`src/rtl/breakout_pkg.sv`:
```
// Purpose: shared state encodings, geometry constants and helpers for the breakout game sequencer.
// Latency: n/a (definitions only).
// Backpressure: n/a.
package breakout_pkg;

  typedef enum logic [2:0] {
    ST_WAIT_FRAME = 3'd0,
    ST_RESTORE    = 3'd1,
    ST_SERVE      = 3'd2,
    ST_PLAY       = 3'd3,
    ST_LOST       = 3'd4,
    ST_OVER       = 3'd5,
    ST_WIN        = 3'd6
  } state_e;

  // Sticky per-frame collision flags, packed into one bus between collide and control.
  typedef struct packed {
    logic t;
    logic b;
    logic l;
    logic r;
    logic pad;
    logic lost;
  } hits_t;

  localparam int H_DRAW     = 640;
  localparam int V_DRAW     = 480;
  localparam int BALL_SIZE  = 16;
  localparam int PADDLE_W   = 64;
  localparam int PADDLE_TOP = V_DRAW - 46;
  // Ball served centred on the paddle.
  localparam int SERVE_XOFF = PADDLE_W / 2 - BALL_SIZE / 2;
  localparam int BORDER     = 4;
  // Paddle sits a fixed distance above the bottom of the visible area.
  localparam int PADDLE_GAP = V_DRAW - PADDLE_TOP;

  function automatic logic [10:0] clamp11(input logic [10:0] v,
                                          input logic [10:0] lo,
                                          input logic [10:0] hi);
    if (v < lo)      return lo;
    else if (v > hi) return hi;
    else             return v;
  endfunction

endpackage

```
`src/rtl/breakout_collide.sv`:
```
// Purpose: align pixel counters with playfield strobes and collect sticky ball collision flags.
// Latency: counters delayed 1 clk; flags visible 1 clk after the strobe; brick_hit_now combinational.
// Backpressure: none; strobes are consumed every clk.
// Ports: clk/rst_n (sync, active low); active = game in play; clr = drop flags at frame update;
//        counter_x/y raw pixel position; ball_x/y ball top-left; dy_down ball moving down;
//        draw_* playfield strobes; hits = flag bus (hits_t layout); brick_hit_now = erase brick now.
module breakout_collide
  import breakout_pkg::*;
#(
  parameter int vDrawArea = V_DRAW
) (
  input  logic       clk,
  input  logic       rst_n,
  input  logic       active,
  input  logic       clr,
  input  logic [9:0] counter_x,
  input  logic [8:0] counter_y,
  input  logic [9:0] ball_x,
  input  logic [8:0] ball_y,
  input  logic       dy_down,
  input  logic       draw_ball,
  input  logic       draw_border,
  input  logic       draw_paddle,
  input  logic       draw_brick,
  output logic [5:0] hits,
  output logic       brick_hit_now
);

  localparam logic [8:0] LOST_Y = 9'(vDrawArea - BORDER);

  logic [9:0] cx_q, cx_d;
  logic [8:0] cy_q, cy_d;
  hits_t      hits_q, hits_d;
  logic [3:0] ox, oy;

  always_comb begin
    cx_d   = counter_x;
    cy_d   = counter_y;
    // Offset of the strobed pixel inside the 16x16 ball sprite.
    ox     = 4'(cx_q - ball_x);
    oy     = 4'(cy_q - ball_y);
    hits_d = hits_q;
    if (clr || !active) begin
      hits_d = '0;
    end else begin
      if (draw_ball && (draw_border || draw_brick)) begin
        if (oy == 4'd0)  hits_d.t = 1'b1;
        if (oy == 4'd15) hits_d.b = 1'b1;
        if (ox == 4'd0)  hits_d.l = 1'b1;
        if (ox == 4'd15) hits_d.r = 1'b1;
      end
      // Paddle only bounces a falling ball, so a ball rising through it is not re-flipped.
      if (draw_ball && draw_paddle && dy_down) hits_d.pad = 1'b1;
      if (draw_ball && draw_border && (cy_q >= LOST_Y)) hits_d.lost = 1'b1;
    end
  end

  always_ff @(posedge clk) begin
    if (!rst_n) begin
      cx_q   <= '0;
      cy_q   <= '0;
      hits_q <= '0;
    end else begin
      cx_q   <= cx_d;
      cy_q   <= cy_d;
      hits_q <= hits_d;
    end
  end

  assign hits          = hits_q;
  assign brick_hit_now = active & draw_ball & draw_brick;

endmodule

```
`src/rtl/breakout_game_ctrl.sv`:
```
// Purpose: breakout game sequencer - ball motion, wall restore, lives, score and brick count.
// Latency: state/ball update on the frame_tick clk; BrickHit_now combinational from the strobes.
// Backpressure: none; frame_tick, strobes and BrickHit_acq are consumed every clk.
// Ports: clk/rst_n (sync, active low); frame_tick start of frame; CounterX/Y pixel counters;
//        PaddleX paddle left edge; serve_btn launch/restart; Draw* playfield strobes (1 clk late);
//        BrickHit_acq brick removed; ballX/Y ball position; RestoreBrickwall; BrickHit_now;
//        score, lives, bricks_left counters; game_state encoded FSM state.
module breakout_game_ctrl
  import breakout_pkg::*;
#(
  parameter int hDrawArea  = H_DRAW,
  parameter int vDrawArea  = V_DRAW,
  parameter int BALL_SPEED = 2,
  parameter int LIVES      = 3,
  parameter int BRICKS     = 133
) (
  input  logic       clk,
  input  logic       rst_n,
  input  logic       frame_tick,
  input  logic [9:0] CounterX,
  input  logic [8:0] CounterY,
  input  logic [9:0] PaddleX,
  input  logic       serve_btn,
  input  logic       DrawBall,
  input  logic       DrawBorder,
  input  logic       DrawPaddle,
  input  logic       DrawBrick,
  input  logic       BrickHit_acq,
  output logic [9:0] ballX,
  output logic [8:0] ballY,
  output logic       RestoreBrickwall,
  output logic       BrickHit_now,
  output logic [7:0] score,
  output logic [1:0] lives,
  output logic [7:0] bricks_left,
  output logic [2:0] game_state
);

  localparam logic [10:0] B_MIN       = 11'(BORDER);
  localparam logic [10:0] X_MAX       = 11'(hDrawArea - BALL_SIZE - BORDER);
  localparam logic [10:0] Y_MAX       = 11'(vDrawArea - BALL_SIZE - BORDER);
  localparam logic [10:0] SPEED       = 11'(BALL_SPEED);
  localparam logic [9:0]  SERVE_X_OFS = 10'(SERVE_XOFF);
  localparam logic [9:0]  RST_X       = 10'(hDrawArea / 2 - BALL_SIZE / 2);
  localparam logic [8:0]  SERVE_Y     = 9'(vDrawArea - PADDLE_GAP - BALL_SIZE);
  localparam logic [1:0]  LIVES_INIT  = 2'(LIVES);
  localparam logic [7:0]  BRICKS_INIT = 8'(BRICKS);

  state_e     state_q, state_d;
  logic [9:0] ball_x_q, ball_x_d;
  logic [8:0] ball_y_q, ball_y_d;
  logic       dx_q, dx_d;          // 1 = moving right
  logic       dy_q, dy_d;          // 1 = moving down
  logic [7:0] score_q, score_d;
  logic [1:0] lives_q, lives_d;
  logic [7:0] bricks_q, bricks_d;

  logic [5:0] hits_flat;
  hits_t      hits;
  logic       play;

  logic       dx_new, dy_new, bounce_up;
  logic [10:0] x_ext, y_ext, x_step, y_step, x_mv, y_mv;
  logic [7:0] bricks_acc, score_acc;

  assign play = (state_q == ST_PLAY);
  assign hits = hits_t'(hits_flat);

  breakout_collide #(.vDrawArea(vDrawArea)) u_collide (
    .clk           (clk),
    .rst_n         (rst_n),
    .active        (play),
    .clr           (frame_tick),
    .counter_x     (CounterX),
    .counter_y     (CounterY),
    .ball_x        (ball_x_q),
    .ball_y        (ball_y_q),
    .dy_down       (dy_q),
    .draw_ball     (DrawBall),
    .draw_border   (DrawBorder),
    .draw_paddle   (DrawPaddle),
    .draw_brick    (DrawBrick),
    .hits          (hits_flat),
    .brick_hit_now (BrickHit_now)
  );

  // Next direction and position if the frame ends in normal play.
  always_comb begin
    dx_new = dx_q;
    if (hits.l && !hits.r)      dx_new = 1'b1;
    else if (hits.r && !hits.l) dx_new = 1'b0;

    bounce_up = hits.b | hits.pad;
    dy_new    = dy_q;
    // Squeezed between a top and a bottom contact: just reverse.
    if (hits.t && bounce_up) dy_new = ~dy_q;
    else if (hits.t)         dy_new = 1'b1;
    else if (bounce_up)      dy_new = 1'b0;

    x_ext  = {1'b0, ball_x_q};
    y_ext  = {2'b0, ball_y_q};
    x_step = dx_new ? (x_ext + SPEED) : ((x_ext < B_MIN + SPEED) ? B_MIN : (x_ext - SPEED));
    y_step = dy_new ? (y_ext + SPEED) : ((y_ext < B_MIN + SPEED) ? B_MIN : (y_ext - SPEED));
    x_mv   = clamp11(x_step, B_MIN, X_MAX);
    y_mv   = clamp11(y_step, B_MIN, Y_MAX);
  end

  always_comb begin
    state_d  = state_q;
    ball_x_d = ball_x_q;
    ball_y_d = ball_y_q;
    dx_d     = dx_q;
    dy_d     = dy_q;
    lives_d  = lives_q;

    // Acks in the frame_tick clk are folded in before the win check.
    bricks_acc = bricks_q;
    score_acc  = score_q;
    if (play && BrickHit_acq) begin
      if (bricks_q != 8'd0)  bricks_acc = bricks_q - 8'd1;
      if (score_q != 8'hFF) score_acc  = score_q + 8'd1;
    end
    bricks_d = bricks_acc;
    score_d  = score_acc;

    case (state_q)
      ST_WAIT_FRAME: if (frame_tick) state_d = ST_RESTORE;
      ST_RESTORE: begin
        if (frame_tick) begin
          state_d  = ST_SERVE;
          bricks_d = BRICKS_INIT;
        end
      end
      ST_SERVE: begin
        if (frame_tick) begin
          ball_x_d = PaddleX + SERVE_X_OFS;
          ball_y_d = SERVE_Y;
          dx_d     = 1'b1;
          dy_d     = 1'b0;
          if (serve_btn) state_d = ST_PLAY;
        end
      end
      ST_PLAY: begin
        if (frame_tick) begin
          if (bricks_acc == 8'd0) begin
            state_d = ST_WIN;
          end else if (hits.lost) begin
            state_d = ST_LOST;
          end else begin
            dx_d     = dx_new;
            dy_d     = dy_new;
            ball_x_d = 10'(x_mv);
            ball_y_d = 9'(y_mv);
          end
        end
      end
      // One-clk bookkeeping state between a lost ball and the next serve.
      ST_LOST: begin
        lives_d = (lives_q != 2'd0) ? lives_q - 2'd1 : 2'd0;
        state_d = (lives_q <= 2'd1) ? ST_OVER : ST_SERVE;
      end
      ST_OVER, ST_WIN: begin
        if (frame_tick && serve_btn) begin
          state_d = ST_RESTORE;
          score_d = 8'd0;
          lives_d = LIVES_INIT;
        end
      end
      default: state_d = ST_WAIT_FRAME;
    endcase
  end

  always_ff @(posedge clk) begin
    if (!rst_n) begin
      state_q  <= ST_WAIT_FRAME;
      ball_x_q <= RST_X;
      ball_y_q <= SERVE_Y;
      dx_q     <= 1'b1;
      dy_q     <= 1'b0;
      score_q  <= 8'd0;
      lives_q  <= LIVES_INIT;
      bricks_q <= BRICKS_INIT;
    end else begin
      state_q  <= state_d;
      ball_x_q <= ball_x_d;
      ball_y_q <= ball_y_d;
      dx_q     <= dx_d;
      dy_q     <= dy_d;
      score_q  <= score_d;
      lives_q  <= lives_d;
      bricks_q <= bricks_d;
    end
  end

  // Wall is rebuilt for exactly the frame spent in RESTORE.
  assign RestoreBrickwall = (state_q == ST_RESTORE);
  assign ballX            = ball_x_q;
  assign ballY            = ball_y_q;
  assign score            = score_q;
  assign lives            = lives_q;
  assign bricks_left      = bricks_q;
  assign game_state       = state_q;

endmodule

```
`config.mk`:
```
export PLATFORM = sky130hd
export DESIGN_NAME = breakout_game_ctrl
export DESIGN_NICKNAME = d
export VERILOG_FILES = /design/src/rtl/breakout_pkg.sv /design/src/rtl/breakout_collide.sv /design/src/rtl/breakout_game_ctrl.sv
export SDC_FILE = /design/constraint.sdc
export NUM_CORES = 1
export LEC_CHECK = 0
export BUFFER_PORTS_ARGS = -buffer_cell sky130_fd_sc_hd__buf_4
export CAP_MARGIN = 5
export CELL_PAD_IN_SITES_DETAIL_PLACEMENT = 0
export CELL_PAD_IN_SITES_GLOBAL_PLACEMENT = 1
export CORE_AREA = 2 2 106 108
export CTS_CLUSTER_DIAMETER = 50
export DETAILED_ROUTE_END_ITERATION = 12
export DIE_AREA = 0 0 108 110
export GPL_ROUTABILITY_DRIVEN = 0
export PLACE_DENSITY = 0.75
export SETUP_SLACK_MARGIN = 0.4
export SYNTH_ARGS = -nofsm -noshare
export SYNTH_HDL_FRONTEND = slang
export SYNTH_SLANG_ARGS = --single-unit
```
`constraint.sdc`:
```
create_clock -name clk -period 3.4 [get_ports clk]
set_clock_uncertainty 0.1 [all_clocks]
set_input_delay 0.34 -clock clk [delete_from_list [all_inputs] [get_ports clk]]
set_output_delay 0.34 -clock clk [all_outputs]
set_load 0.03 [all_outputs]
```
==> results of run 1 <==
-- cell type report --
class / instances / area (um2)
fill: 1084 / 5310
multi-input combinational: 431 / 2910
sequential: 61 / 1230
timing repair buffer: 94 / 748
tap: 140 / 175
clock buffer: 13 / 159
inverter: 26 / 97.6
clock inverter: 3 / 67.6
-- power groups by stage --
stage | clock network, mW | logic, mW | registers (mW)
5_1_grt | 0.798 | 0.396 | 0.778
3_5_place_dp | 0 | 0.336 | 0.789
6_report | 0.745 | 0.360 | 0.775
4_1_cts | 0.759 | 0.339 | 0.772
2_1_floorplan | 0 | 0.202 | 0.807
3_3_place_gp | 0 | 0.332 | 0.788
-- state kept, by name, indices dropped and copies added (netlist names) --
name            count
bricks_left         8
ballX              10
lives               2
u_collide.cx_q      4
dx_q                1
u_collide.hits      6
u_collide.cy_q      9
ballY               9
dy_q                1
game_state          3
score               8
-- synthesized netlist by cell type (all sizes together) (4+ instances only) --
library cell and number:
a2111oi 4, nor3b 5, o2111ai 4, nand2b 6, o22ai 4, and3 8, nor3 18, or3b 4
a21oi 48, and2 17, clkbuf 14, a21o 5, ha 14, xnor2 14, nand3 23, nand2 47
nor4 11, dfxtp 61, nand4 10, nor2b 5, inv 25, buf 12, a31oi 9, o211ai 5
a211oi 10, o21ai 26, mux2i 6, or3 5, o31ai 4, nor2 53
-- what timing repair did --
| action | in CTS | in global routing |
|---|---|---|
| pin swaps | 1 | 6 |
| buffers inserted | 1 | 2 |
| gates resized for setup | 2 | 35 |
| endpoints found under the setup margin | 11 | 22 |
| gates cloned | 0 | 2 |
-- cell usage in the layout (no fill, tap or decap), types with 5 or more instances in the layout --
master and n:
nor4_1 7, nor2b_1 5, nand2b_1 5, nor3_1 17, dfxtp_1 56, clkbuf_8 11
dfxtp_2 5, ha_1 12, inv_1 21, a211oi_1 8, mux2i_1 6, nand4_1 10
xnor2_1 14, and3_1 7, buf_4 91, nand3_1 22, a31oi_1 8, o21ai_0 24
o211ai_1 5, and2_1 16, nand2_1 47, a21oi_1 46, nor2_1 51
-- kinds of logic after synthesis --
family / share of synthesized area (%)
buf+inv: 5.80
simple gates: 28.8
mux: 2.46
fa+ha+maj: 5.04
xor+xnor: 3.28
flops: 28.6
compound gates: 26.0
-- worst register-to-register path: cells and delay by family, from the launching register on --
family / cells / cell delay (ns)
and+or+nand+nor: 4 / 1.22
AOI/OAI and AO/OA: 3 / 0.84
muxes: 1 / 0.17
DFF: 1 / 0.32
buffers and inverters: 1 / 0.17
-- path summary, 6_finish.rpt --
| path | end | slack (ns) | startpoint | cells past startpoint |
|---|---|---|---|---|
| worst max-delay path | ballX[1] | 0.52 | ballX[1] | 9 |
| worst min-delay path | u_collide.cy_q[8] | 0.1 | CounterY[8] | 2 |
| worst max register to register | ballX[1] | 0.52 | ballX[1] | 9 |
| worst min register to register | u_collide.hits[5] | 0.41 | u_collide.hits[5] | 2 |
-- layer usage --
metal / GRT usage, % / wire length, um / up-vias
met3: 3.47 / 580 / 16
met1: 29.4 / 5810 / 2127
met5: 0 / 0 / -
met2: 35.4 / 5990 / 122
li1: - / - / 2192
met4: 6.50 / 148 / 0
==> results.py, run 1 <==
metrics = {
    "power": {
        "p_int_mw": 1.35,
        "clkPwrFrac_pct": 39.6,
        "power_frac_seq_pct": 41.2,
        "switchingPower_uw": 533,
        "powerDensity_nw_per_um2": 349,
        "p_comb_share_pct": 19.1,
        "p_leak_nw": 2.04,
        "ir_drop_mv": 0.161,
        "fin_total_pwr_mw": 1.88,
        "power_switching_share_pct": 28.3,
    },
    "die": {
        "io-pin-count": 80,
        "dieWidth_um": 108,
        "rows": 38,
        "die_h_um": 110,
        "start_util_pct": 39.9,
        "core_area_um2": 10700,
        "fp.dieArea_um2": 11900,
    },
    "sta": {
        "fin_ws_ns": 0.518,
        "hold_ws_ns": 0.0997,
        "setup_viol_count_final": 0,
        "setup_tns_ns": 0,
        "tightest_slew_ns": 0.715,
        "rsz0062_at_grt": "false",
        "hold_violations": 0,
        "period_minus_slack_ns": 2.88,
        "fin_crit_sh_pct": 84.8,
        "maxSlewHeadroom_pct": 52.0,
        "report.final.slew_viol_count": 0,
        "fmax_mhz": 347,
    },
    "critical_path": {
        "cp_slowest_cell": "or4b_1",
        "crit_type": "reg2reg",
        "worstPathCellList": "buf_4 -> or3_4 -> a2111oi_4 -> mux2i_1 -> a211oi_2 -> nor3_1 -> and4_4 -> or4b_1 -> a31oi_1",
        "arrival_ns": 3.05,
        "cp.required_ns": 3.57,
        "crit_family": "simple AND/OR/NAND/NOR gates",
        "cp_slowest_stage_delay_ns": 0.47,
        "startpoint_type": "flip-flop",
        "crit_path_end_kind": "flip-flop",
        "critical_path_buf_inv_count": 1,
        "path_max_fanout": 9,
    },
    "synthesis": {
        "synthArstFlopShare_pct": 0,
        "yosys.area.top_type": "dfxtp_1",
        "ys_ff_latch": 61,
        "syn_nets": 598,
        "syn_area_per_cell_um2": 7.85,
        "synth_edf_count": 0,
        "synth_area_leaders": "dfxtp_1 29%, a21oi_1 5.6%, nor2_1 4.7%",
        "ys_warn_count": 0,
        "synth.top_cell.area_share_pct": 28.6,
        "synth-main-ff-cell": "dfxtp_1",
        "synth_cell_types": 89,
        "syn-cell-area_um2": 4270,
        "synth-seq-area-share_pct": 28.6,
        "syn-instance-count": 544,
    },
    "place": {
        "port_buffers": 73,
        "place_area_um2": 4960,
        "pre_cts_slack_ns": 0.206,
        "dp_hpwl_um": 8940,
        "placedCellCount": 747,
    },
    "global_routing": {
        "grt_max_degree": 33,
        "grt_pass1_vias": 4124,
        "grt_overflow": 0,
        "antenna_found_initial": 0,
        "grt_pass1_wl_um": 20600,
        "grt.total_usage_pct": 21.6,
    },
    "cts": {
        "root_buffer": "clkbuf_8",
        "clock_sinks": 61,
        "cts_buffers": 9,
        "cts_tree": "yes",
        "cts_hold_buf": 0,
        "worstSkewPairLatency_ns": 0.35,
        "clk_path_buf_depth": 2,
        "h-tree-depth": 3,
        "clk_pin_slew_ns": 0.07,
    },
    "run_status": {
        "outcome": "finished clean",
    },
    "routing": {
        "drc": 0,
        "first_pass_iters": 5,
        "via_per_inst": 5.80,
        "drtAntennaViolNets": 0,
        "routed_wl_um": 12500,
        "wl_per_cell_um": 16.3,
        "vias": 4457,
        "drtIter0Drc": 260,
    },
    "worst_hold_path": {
        "worstHoldPathType": "in2reg",
    },
    "final_layout": {
        "fin_nets": 677,
        "fin_cells": 768,
        "diodes": 0,
        "syn2layout_area_growth_pct": 26.2,
        "finish.utilization_pct": 50.4,
        "layout-drive-gt1-share_pct": 25.2,
        "fin_area_um2": 5390,
    },
    "job": {
        "cap_viol_max_count": 0,
    },
}
Power figures use the tool's default switching activity.
==> run 2, diff against run 1 <==
--- a/config.mk
+++ b/config.mk
@@ -5,16 +5,17 @@
 export SDC_FILE = /design/constraint.sdc
 export NUM_CORES = 1
 export LEC_CHECK = 0
+export ABC_AREA = 1
 export BUFFER_PORTS_ARGS = -buffer_cell sky130_fd_sc_hd__buf_4
 export CAP_MARGIN = 5
 export CELL_PAD_IN_SITES_DETAIL_PLACEMENT = 0
 export CELL_PAD_IN_SITES_GLOBAL_PLACEMENT = 1
-export CORE_AREA = 2 2 106 108
+export CORE_AREA = 2 2 114 116
 export CTS_CLUSTER_DIAMETER = 50
 export DETAILED_ROUTE_END_ITERATION = 12
-export DIE_AREA = 0 0 108 110
+export DIE_AREA = 0 0 116 118
 export GPL_ROUTABILITY_DRIVEN = 0
-export PLACE_DENSITY = 0.75
+export PLACE_DENSITY = 0.73
 export SETUP_SLACK_MARGIN = 0.4
 export SYNTH_ARGS = -nofsm -noshare
 export SYNTH_HDL_FRONTEND = slang
==> constraint.sdc (replaced) <==
create_clock -name clk -period 2.4 [get_ports clk]
set_clock_uncertainty 0.1 [all_clocks]
set_input_delay 0.24 -clock clk [delete_from_list [all_inputs] [get_ports clk]]
set_output_delay 0.24 -clock clk [all_outputs]
set_load 0.03 [all_outputs]
==> run 2 against run 1 <==
Sequential share of layout area decreased by 2.7 points; cell area grew 20%; critical endpoint is now ballY[3]; combinational power rose by 23%; worst setup slack worse by 0.25 ns; clock power increased by 68%; first-iteration DRC count is 35% lower.
==> results.py, run 2 <==
metrics = {
    "sta": {
        "fin_ws_ns": 0.269,
        "fin_crit_sh_pct": 88.8,
        "rsz0062_at_grt": "true",
        "hold_violations": 0,
        "maxSlewHeadroom_pct": 68.4,
        "tightest_slew_ns": 0.469,
        "setup_viol_count_final": 0,
        "period_minus_slack_ns": 2.13,
        "setup_tns_ns": 0,
        "fmax_mhz": 469,
        "report.final.slew_viol_count": 0,
    },
    "power": {
        "powerDensity_nw_per_um2": 428,
        "ir_drop_mv": 0.360,
        "p_leak_nw": 2.91,
    },
    "cts": {
        "clock_sinks": 61,
        "clk_pin_slew_ns": 0.05,
        "cts_tree": "yes",
        "worstSkewPairLatency_ns": 0.33,
        "h-tree-depth": 3,
        "clk_path_buf_depth": 2,
        "root_buffer": "clkbuf_16",
        "cts_buffers": 9,
    },
    "routing": {
        "via_per_inst": 4.83,
        "drc": 0,
        "vias": 4801,
        "first_pass_iters": 4,
        "wl_per_cell_um": 13.0,
        "drtAntennaViolNets": 0,
        "routed_wl_um": 12900,
        "drtIter0Drc": 170,
    },
    "final_layout": {
        "final_common_cell": "nand2_1",
        "fin_nets": 870,
        "largest_register_ffs": 10,
        "final_cell_mix": "158 x nand2_1, 113 x buf_4, 73 x inv_1",
        "finish.utilization_pct": 51.9,
        "layout-drive-gt1-share_pct": 37.0,
        "syn2layout_area_growth_pct": 50.7,
        "diodes": 0,
        "fin_area_um2": 6440,
        "fill_cells": 1271,
    },
    "synthesis": {
        "synthArstFlopShare_pct": 0,
        "syn_area_per_cell_um2": 6.22,
        "syn-instance-count": 687,
        "syn-cell-area_um2": 4270,
        "ys_warn_count": 0,
        "synth_edf_count": 0,
        "synth_area_leaders": "dfxtp_1 29%, nand2_1 17%, inv_1 7.9%",
        "synth-main-ff-cell": "dfxtp_1",
        "synth_cell_types": 40,
        "synth.top_cell.area_share_pct": 28.6,
        "yosys.area.top_type": "dfxtp_1",
        "yosysMostFrequentCell": "nand2_1",
        "syn_nets": 741,
        "ys_ff_latch": 61,
        "synth-seq-area-share_pct": 28.6,
        "synth_common_cells": "189 x nand2_1, 90 x inv_1, 78 x nor2_1",
    },
    "critical_path": {
        "crit_start": "bricks_left[1]",
        "cp.required_ns": 2.56,
        "crit_path_end_kind": "flip-flop",
        "startpoint_type": "flip-flop",
        "crit_type": "reg2reg",
        "arrival_ns": 2.29,
        "rr_startpoint": "bricks_left[1]",
        "path_max_fanout": 6,
    },
    "die": {
        "fp.dieArea_um2": 13700,
        "start_util_pct": 34.4,
        "dieWidth_um": 116,
        "rows": 41,
        "io-pin-count": 80,
        "die_h_um": 118,
        "core_area_um2": 12400,
    },
    "worst_hold_path": {
        "hp-start": "CounterY[4]",
        "worstHoldPathType": "in2reg",
    },
    "global_routing": {
        "grt.total_usage_pct": 18.8,
        "grt_overflow": 0,
        "grt_pass1_vias": 4421,
        "antenna_found_initial": 0,
        "grt_pass1_wl_um": 20800,
        "grt_max_degree": 27,
    },
    "place": {
        "dp_hpwl_um": 9220,
        "port_buffers": 73,
        "pre_cts_slack_ns": 0.107,
        "place_area_um2": 5160,
    },
    "run_status": {
        "outcome": "finished clean",
    },
    "job": {
        "cap_viol_max_count": 0,
    },
}
==> run 2: worst paths after layout <==
| kind | end | slack [ns] | cells after the start |
|---|---|---|---|
| worst max-delay path | ballY[3] | 0.27 | 15 |
| worst min-delay path | u_collide.cy_q[4] | 0.02 | 3 |
| worst max register to register | ballY[3] | 0.27 | 15 |
| worst min register to register | u_collide.hits[5] | 0.37 | 2 |
==> run 2: power breakdown <==
group          leakage, nW  switching [mW]  internal, mW
logic                 2.26           0.250         0.193
registers            0.505          0.0306          1.03
clock network        0.145           0.438         0.817
total                 2.91           0.719          2.04
==> run 2: layer usage <==
metal,track usage (%),part of all wire [%]
met1,24.8,45
met2,30.6,50
met3,4.58,4.2
met4,4.76,1.3
met5,0,0
==> run 2: through the flow <==
stage          cells  hold slack (ns)  total power, mW
3_5_place_dp     934            0.328             1.44
5_1_grt          993           0.0213             2.88
6_report         993           0.0235             2.76
3_3_place_gp     934            0.325             1.44
2_1_floorplan    687            0.238             1.31
4_1_cts          983          0.00443             2.77
==> run 2: cells by family (layout without fill, tap and decap cells) <==
kind of cell	after synthesis	after routing	synth area share [%]
XOR/XNOR	23	23	4.71
AND/OR/NAND/NOR	385	386	39.3
buffers and inverters	114	247	11.1
AO/OA/AOI/OAI	88	88	11.2
flip-flops	61	61	28.6
adder cells (fa/ha/maj)	16	16	5.04
==> run 2: area by class of cell <==
class	instances	area (um2)	share of cell area [%]
inverter	95	388	6.02
timing repair buffer	135	1120	17.4
clock inverter	1	5.00	0.0777
multi-input combinational	513	3130	48.5
sequential	61	1290	20.0
tap	172	215	3.34
clock buffer	15	289	4.49
timing repair inverter	1	8.76	0.136
==> run 2: critical path: stages (launching register included) <==
cell and delay (ns):
dfxtp_4 0.36, inv_4 0.07, buf_6 0.10, ha_4 0.13, inv_2 0.05, nor3_4 0.18, nand3_2 0.12, nand3_4 0.09
nand3_4 0.08, nor2_4 0.15, nand3_4 0.11, nand2_8 0.13, buf_12 0.12, buf_16 0.10, nand2_2 0.04, a21oi_2 0.11
==> run 2: repair_timing <==
action	in CTS	in global routing
hold buffers	12	0
gates resized for setup	81	106
pin swaps	30	38
endpoints found under the hold margin	12	0
setup buffers	18	10
cloned	3	0
setup endpoints to repair	24	26
